## config.mk

```make
export PLATFORM = sky130hd
export DESIGN_NAME = dmem_access_ctrl
export DESIGN_NICKNAME = d
export VERILOG_FILES = /design/src/rtl/dmem_access_ctrl.sv
export SDC_FILE = /design/constraint.sdc
export NUM_CORES = 1
export LEC_CHECK = 0
export CAP_MARGIN = 20
export CORE_MARGIN = 5
export CORE_UTILIZATION = 40
export CTS_CLUSTER_SIZE = 12
export DETAILED_ROUTE_END_ITERATION = 6
export DONT_BUFFER_PORTS = 1
export PLACE_DENSITY = 0.59
export SLEW_MARGIN = 20
export SYNTH_ARGS = -nofsm -noshare
export SYNTH_HDL_FRONTEND = slang
export SYNTH_SLANG_ARGS = --single-unit
```

## constraint.sdc

```tcl
create_clock -name clock -period 1.5 [get_ports clock]
set_input_delay 0.3 -clock clock [delete_from_list [all_inputs] [get_ports clock]]
set_output_delay 0.3 -clock clock [all_outputs]
set_load 0.02 [all_outputs]
```

## src/rtl/dmem_access_ctrl.sv

```systemverilog
// dmem_access_ctrl: sub-word load/store controller for a word-wide data memory without byte enables.
// Ports: clock, reset_n (sync, active-low); req_* handshake with a requester (valid/ready, write,
// size, unsigned, addr, wdata); rsp_valid/rsp_rdata/rsp_err completion pulse; mem_write/mem_addr/
// mem_wdata/mem_rdata word memory port whose read data arrives one cycle after the address.
// Sub-word stores are done as read-modify-write.
// Optional macro DMEM_ALIGN_CHECK_EN: misaligned half/word accesses complete immediately with rsp_err.
module dmem_access_ctrl (
  input  logic        clock,
  input  logic        reset_n,
  input  logic        req_valid,
  output logic        req_ready,
  input  logic        req_write,
  input  logic [1:0]  req_size,
  input  logic        req_unsigned,
  input  logic [31:0] req_addr,
  input  logic [31:0] req_wdata,
  output logic        rsp_valid,
  output logic [31:0] rsp_rdata,
  output logic        rsp_err,
  output logic        mem_write,
  output logic [31:0] mem_addr,
  output logic [31:0] mem_wdata,
  input  logic [31:0] mem_rdata
);
  typedef enum logic [2:0] {IDLE, RD, CAP, WR, RSP} state_t;
  state_t      state_q, state_d;
  logic        write_q, unsigned_q, err_q;
  logic [1:0]  size_q;
  logic [31:0] addr_q, wdata_q, rdata_q;
  logic        accept, req_mis;
  logic [31:0] sh_b, sh_h, load_ext, lane_mask, lane_data, merged;
  assign accept = req_valid && (state_q == IDLE);
`ifdef DMEM_ALIGN_CHECK_EN
  assign req_mis = (req_size == 2'b01 && req_addr[0]) || (req_size[1] && req_addr[1:0] != 2'b00);
`else
  assign req_mis = 1'b0;
`endif
  always_comb begin
    state_d = state_q;
    unique case (state_q)
      IDLE:    state_d = !accept ? IDLE : req_mis ? RSP : (req_write && req_size[1]) ? WR : RD;
      RD:      state_d = CAP;
      CAP:     state_d = write_q ? WR : RSP;
      WR:      state_d = RSP;
      default: state_d = IDLE;
    endcase
  end
  // Lane selection: byte lane is addr[1:0], half lane is addr[1]; addr[0] is ignored for halves.
  assign sh_b      = mem_rdata >> {addr_q[1:0], 3'b000};
  assign sh_h      = mem_rdata >> {addr_q[1], 4'b0000};
  assign load_ext  = (size_q == 2'b00) ? {{24{~unsigned_q & sh_b[7]}}, sh_b[7:0]} :
                     (size_q == 2'b01) ? {{16{~unsigned_q & sh_h[15]}}, sh_h[15:0]} : mem_rdata;
  assign lane_mask = (size_q == 2'b00) ? (32'h0000_00FF << {addr_q[1:0], 3'b000}) :
                                         (32'h0000_FFFF << {addr_q[1], 4'b0000});
  assign lane_data = (size_q == 2'b00) ? (wdata_q << {addr_q[1:0], 3'b000}) :
                                         (wdata_q << {addr_q[1], 4'b0000});
  assign merged    = (mem_rdata & ~lane_mask) | (lane_data & lane_mask);
  always_ff @(posedge clock) begin
    if (!reset_n) begin
      state_q    <= IDLE;
      write_q    <= 1'b0;
      size_q     <= 2'b00;
      unsigned_q <= 1'b0;
      err_q      <= 1'b0;
      addr_q     <= '0;
      wdata_q    <= '0;
      rdata_q    <= '0;
    end else begin
      state_q <= state_d;
      if (accept) begin
        write_q    <= req_write;
        size_q     <= req_size;
        unsigned_q <= req_unsigned;
        err_q      <= req_mis;
        addr_q     <= req_addr;
        wdata_q    <= req_wdata;
        rdata_q    <= '0;
      end
      // wdata_q is reused to hold the merged word so mem_wdata needs no extra register.
      if (state_q == CAP) begin
        if (write_q) wdata_q <= merged;
        else rdata_q <= load_ext;
      end
    end
  end
  assign req_ready = (state_q == IDLE);
  assign rsp_valid = (state_q == RSP);
  assign rsp_rdata = rdata_q;
  assign rsp_err   = err_q;
  assign mem_write = (state_q == WR);
  assign mem_addr  = {addr_q[31:2], 2'b00};
  assign mem_wdata = wdata_q;
endmodule

```

## After elaboration in Yosys (flattened, before gate mapping)

Index checks and enable logic that the tools add are counted.

| storage, ports and cells | value |
|---|---|
| register bits after elaboration | 103 |
| logic and storage cells | 43 |
| output and inout port bits | 100 |
| input bits | 103 |

| cells by class | value |
|---|---|
| muxes and demuxes | 14 |
| bitwise gates (word level) | 7 |
| shift-type cells | 6 |
| reduce and logical (&&, ||, !) cells | 4 |
| equality and inequality tests | 5 |

Operators with widths:

| cell | number |
|---|---|
| 32-bit 2-to-1 mux | 10 |
| 32-bit AND | 2 |
| 32-bit by 5-bit << shifter with 32-bit output | 2 |
| 32-bit NOT | 1 |
| 32-bit OR | 1 |
| 16-bit by 5-bit << shifter with 32-bit output, first input constant | 1 |
| 8-bit by 5-bit << shifter with 32-bit output, first input constant | 1 |
| 32-bit by 5-bit >> shifter with 16-bit output | 1 |
| 32-bit by 5-bit >> shifter with 8-bit output | 1 |
| 3-bit case mux with 4 select lines | 1 |
| 3-bit by 2-bit == test with 1-bit output, second input constant | 2 |
| 2-bit 2-to-1 mux | 2 |
| 3-bit by 1-bit == test with 1-bit output, second input constant | 1 |
| 3-bit == test, second input constant | 1 |
| 3-bit logical NOT | 1 |
| 3-bit 2-to-1 mux | 1 |
| 1-bit AND | 2 |
| 2-bit by 1-bit == test with 1-bit output, second input constant | 1 |
| 1-bit logical AND | 2 |
| 2-bit logical NOT | 1 |
| 1-bit NOT | 1 |

## Longest topological paths before layout

| depth | value |
|---|---|
| depth after elaboration | 7 |
| depth in mapped cells | 6 |
| gate-level depth less buffers | 3 |

## Worst setup path after synthesis

OpenSTA, ideal clock, no wires.

| path | value |
|---|---|
| path type | flip-flop to flip-flop |
| start | reg state_q[0] |
| end | reg size_q[1] |
| buffers on the path | 3 |
| slack | -0.047 ns |
| data arrival time | 1.414 ns |
| required time | 1.368 ns |
| cell stages (with the launch flop) | 7 |
| clock period less this slack | 1.547 ns |
| setup time | 0.132 ns |
| cells stage by stage | dfxtp_1 buf_2 or4b_4 buf_6 buf_2 nand2_1 a21oi_1 |

| on the way | value |
|---|---|
| cells in the longest elaborated chain, start to end | 2 |

RTL lines:

| what | line | RTL |
|---|---|---|
| start: declaration | 26 | `state_t state_q, state_d;` |
| start signal: assignment | 69 | `state_q <= state_d;` |
| 3-bit logical NOT | 32 | `assign accept = req_valid && (state_q == IDLE);` |
| 1-bit logical AND | 32 |  |
| end signal: assignment | 72 | `size_q <= req_size;` |
| end: declaration | 28 | `logic [1:0] size_q;` |

No other way between the ends.
A chain may end at the register's enable or synchronous reset.

## Final worst setup path

| path | value |
|---|---|
| start | reg state_q[1] |
| end | reg rdata_q[10] (netlist: rsp_rdata[10]) |

| on the way | value |
|---|---|
| cells in the longest elaborated chain, start to end | 5 |

RTL lines:

| what | line | RTL |
|---|---|---|
| 3-bit logical NOT | 32 |  |
| 1-bit logical AND | 32 |  |
| 32-bit 2-to-1 mux | 70 | `if (accept) begin` |
| 32-bit 2-to-1 mux | 81 | `if (write_q) wdata_q <= merged;` |
| 32-bit 2-to-1 mux (*) | 80 | `if (state_q == CAP) begin` |
| end signal: assignment | 82 | `else rdata_q <= load_ext;` |
| end: declaration | 29 | `logic [31:0] addr_q, wdata_q, rdata_q;` |

Mark *: on every way between the ends. The rest lies on a longest branch, timed or not.

==> results_dict.tcl <==
set metrics [dict create \
    post-route-util_pct 55.1 \
    ys_ff_latch 103 \
    synth_top_cell_by_area "dfxtp_1" \
    route.detailed.drc 0 \
    crit_path_max_incr_delay_ns 0.63 \
    first_iter_violations 486 \
    whs_ns 0.0773 \
    grt_max_degree 70 \
    viasPerCell 6.30 \
    hold_end "addr_q[22]" \
    cts_tree "done" \
    cp-end-kind "register" \
    ys_seq_area_share_pct 36.1 \
    grt_pass1_wl_um 30300 \
    r2r_end "rsp_rdata[10]" \
    design_area_mm2 0.00768 \
    rsz0062_at_grt "yes" \
    synth_xor_area_share_pct 0 \
    fin_crit_ns 1.65 \
    path_max_fanout 5 \
    numCtsBuffers 9 \
    setup-tns-final_ns -5.54 \
    ir_worst_vdd_uv 611 \
    p_leak_nw 2.99 \
    die_h_um 129 \
    synthSimpleGateAreaFrac_pct 18.2 \
    cts-root-buf "clkbuf_16" \
    slowest_stage "or4b_4" \
    drv_slew 0 \
    hold_violations 0 \
    postSynthCellCount 659 \
    cap_violations 0 \
    synthTopCellsByArea "dfxtp_1, nand2_1, buf_4, mux2i_1, a21oi_1" \
    hp-start "req_addr[22]" \
    synth_async_sr_flop_share_pct 0 \
    start_kind "register" \
    wirelength_um 21000 \
    timing.final.ws_setup_ns -0.147 \
    wl_met1_um 8220 \
    cp.required_ns 1.70 \
    synth_top_family_by_area "compound AO/OA/AOI/OAI gates" \
    clock_latency_ns 0.35 \
    clock_sinks 103 \
    syn_area_per_cell_um2 8.66 \
    antenna_found_initial 1 \
    io_buffers 0 \
    pre_cts_slack_ns -0.247 \
    r2r_cells 5 \
    synth_area_mm2 0.00571 \
    fmax_mhz 607 \
    synth_top_flop_cell "dfxtp_1" \
    fill_cells 1221 \
    min_path_cells 2 \
    area_delta_synth_final_pct 34.5 \
    cp_cell_sequence "or4b_4 > buf_4 > buf_12 > a21oi_4 > a311oi_2" \
    hp-class "in2reg" \
    finClkSkew_ns 0.0112 \
    num_vias 5553 \
    placedInstanceArea_mm2 0.00624 \
    fp-row-count 43 \
    setup_violations 95 \
    final_antenna_net_count 0 \
    r2r-start "state_q[1]" \
    synth.distinct_cells 53 \
    wl_met2_um 9870 \
    finalCritPeriodShare_pct 110 \
    start_util_pct 41.0 \
    post-dp-hpwl_um 14400 \
    synth_mux_area_share_pct 8.94 \
    drt_first_pass_iters 7 \
    core_mm2 0.0139 \
    htree_levels 3 \
    n_antenna_cell 0 \
    nNetsFinal 799 \
    track_usage_pct 23.1 \
    yosysTopAreaCellShare_pct 36.1 \
    drive_above_1_share_pct 37.5 \
    ctsHoldBuffers 0 \
    die-area_mm2 0.0168 \
    p_per_area_mw_per_mm2 1030 \
    die_width_um 129 \
    synthAdderAreaFrac_pct 0 \
    worst-r2r-setup-slack_ns -0.15 \
    met3WireLength_um 2140 \
    yosys_warnings 0 \
    grt_pass1_vias 5296 \
    clkTransAtPathRegs_ns 0.08 \
    synth_edf_count 0 \
    globalplace.congestion 0.882 \
    failed_checks "setup timing" \
    synth_compound_area_share_pct 25.9 \
    grt-ovfl-total 0 \
    crit_type "reg2reg" \
    ios 203 \
    maxUsedRoutingLayer "met5" \
    status "complete, but fails checks" \
    cp.arrival_ns 1.85 \
    wl_per_cell_um 23.8 \
    clockBufferDepth 2 \
]
placed cells by master (no fill, tap or decap), types with 5 or more instances in the layout:
master / instances
nand3_1: 6
mux2i_2: 6
clkbuf_16: 14
o221ai_1: 7
o32ai_1: 7
nor2b_1: 15
buf_4: 82
mux2i_1: 24
o2111ai_1: 13
buf_8: 8
mux4_2: 7
nor2_1: 23
a222oi_1: 8
dfxtp_4: 5
and3_1: 16
buf_6: 12
o21ai_0: 7
a2bb2oi_1: 6
a311oi_1: 21
nand4_1: 7
o32ai_2: 9
a21oi_1: 38
o211a_1: 14
and2_1: 8
a2bb2oi_2: 10
nand2_1: 100
dfxtp_1: 96
o221ai_2: 9
buf_12: 15
a21oi_2: 22
synthesized netlist by cell type, drive strengths merged, types with 3 or more instances:
cell / count
inv: 3
nand2b: 5
buf: 71
nor4b: 3
mux2i: 33
nor2: 24
or4b: 3
o2111ai: 16
o211a: 14
dfxtp: 103
a22oi: 3
o221ai: 16
a2bb2oi: 16
clkbuf: 32
nand2: 106
nor2b: 16
and3: 16
nor3: 3
nand3: 9
o41ai: 7
o32ai: 16
a222oi: 8
nand4: 7
a21oi: 63
and2: 8
mux4: 7
o21ai: 7
a311oi: 25
metal layers:
metal,vias up,global-route usage [%]
met3,54,8.29
met1,2688,28.2
met5,-,0
met2,299,36.9
met4,2,10.1
li1,2510,-
critical path, delay by kind of cell, from the launching register on:
family	cells	cell delay, ns
compound gates	2	0.18
simple gates	1	0.63
flops	1	0.37
buf+inv	2	0.31
cells by family after synthesis:
| group | Yosys count |
|---|---|
| AO/OA/AOI/OAI | 196 |
| AND/OR/NAND/NOR | 211 |
| multiplexers | 42 |
| other | 1 |
| flip-flops | 103 |
| buffers and inverters | 106 |
layout make-up:
class / count / area [um2] / area share, %
multi-input combinational: 453 / 3650 / 47.5
sequential: 103 / 2080 / 27.1
timing repair buffer: 126 / 1410 / 18.3
clock buffer: 12 / 246 / 3.21
tap: 180 / 225 / 2.93
clock inverter: 4 / 55.1 / 0.717
inverter: 3 / 15.0 / 0.195
power by group:
group / leakage [nW] / switching, mW / internal (mW) / total (mW)
Combinational: 2.00 / 1.12 / 1.10 / 2.23
Sequential: 0.847 / 0.315 / 2.94 / 3.26
Clock: 0.143 / 1.08 / 1.35 / 2.43
how the worst max path moves through the flow:
stage                                to  startpoint  slack [ns]  cells after the start
after floorplan            rsp_rdata[0]  state_q[1]       0.001                      6
after global placement         register  state_q[0]       -0.18                      5
after detailed placement       register  state_q[0]       -0.25                      5
after CTS                      register  state_q[0]       -0.09                      6
after global routing           register  state_q[0]       -0.19                      6
final                     rsp_rdata[10]  state_q[1]       -0.15                      5
timing repair:
action | CTS | global route
setup buffers | 10 | 8
endpoints found under the setup margin | 104 | 103
gates resized for setup | 83 | 81
hold endpoints to repair | 0 | 0
gates cloned | 6 | 6
pin swaps | 24 | 38
per-stage QoR:
step / power (mW) / std cells
after CTS: 7.58 / 868
after detailed placement: 4.96 / 839
final: 7.91 / 881
after global placement: 4.91 / 839
after floorplan: 4.52 / 661
after global routing: 8.22 / 881
No activity file was read; power rests on OpenSTA's default activity.
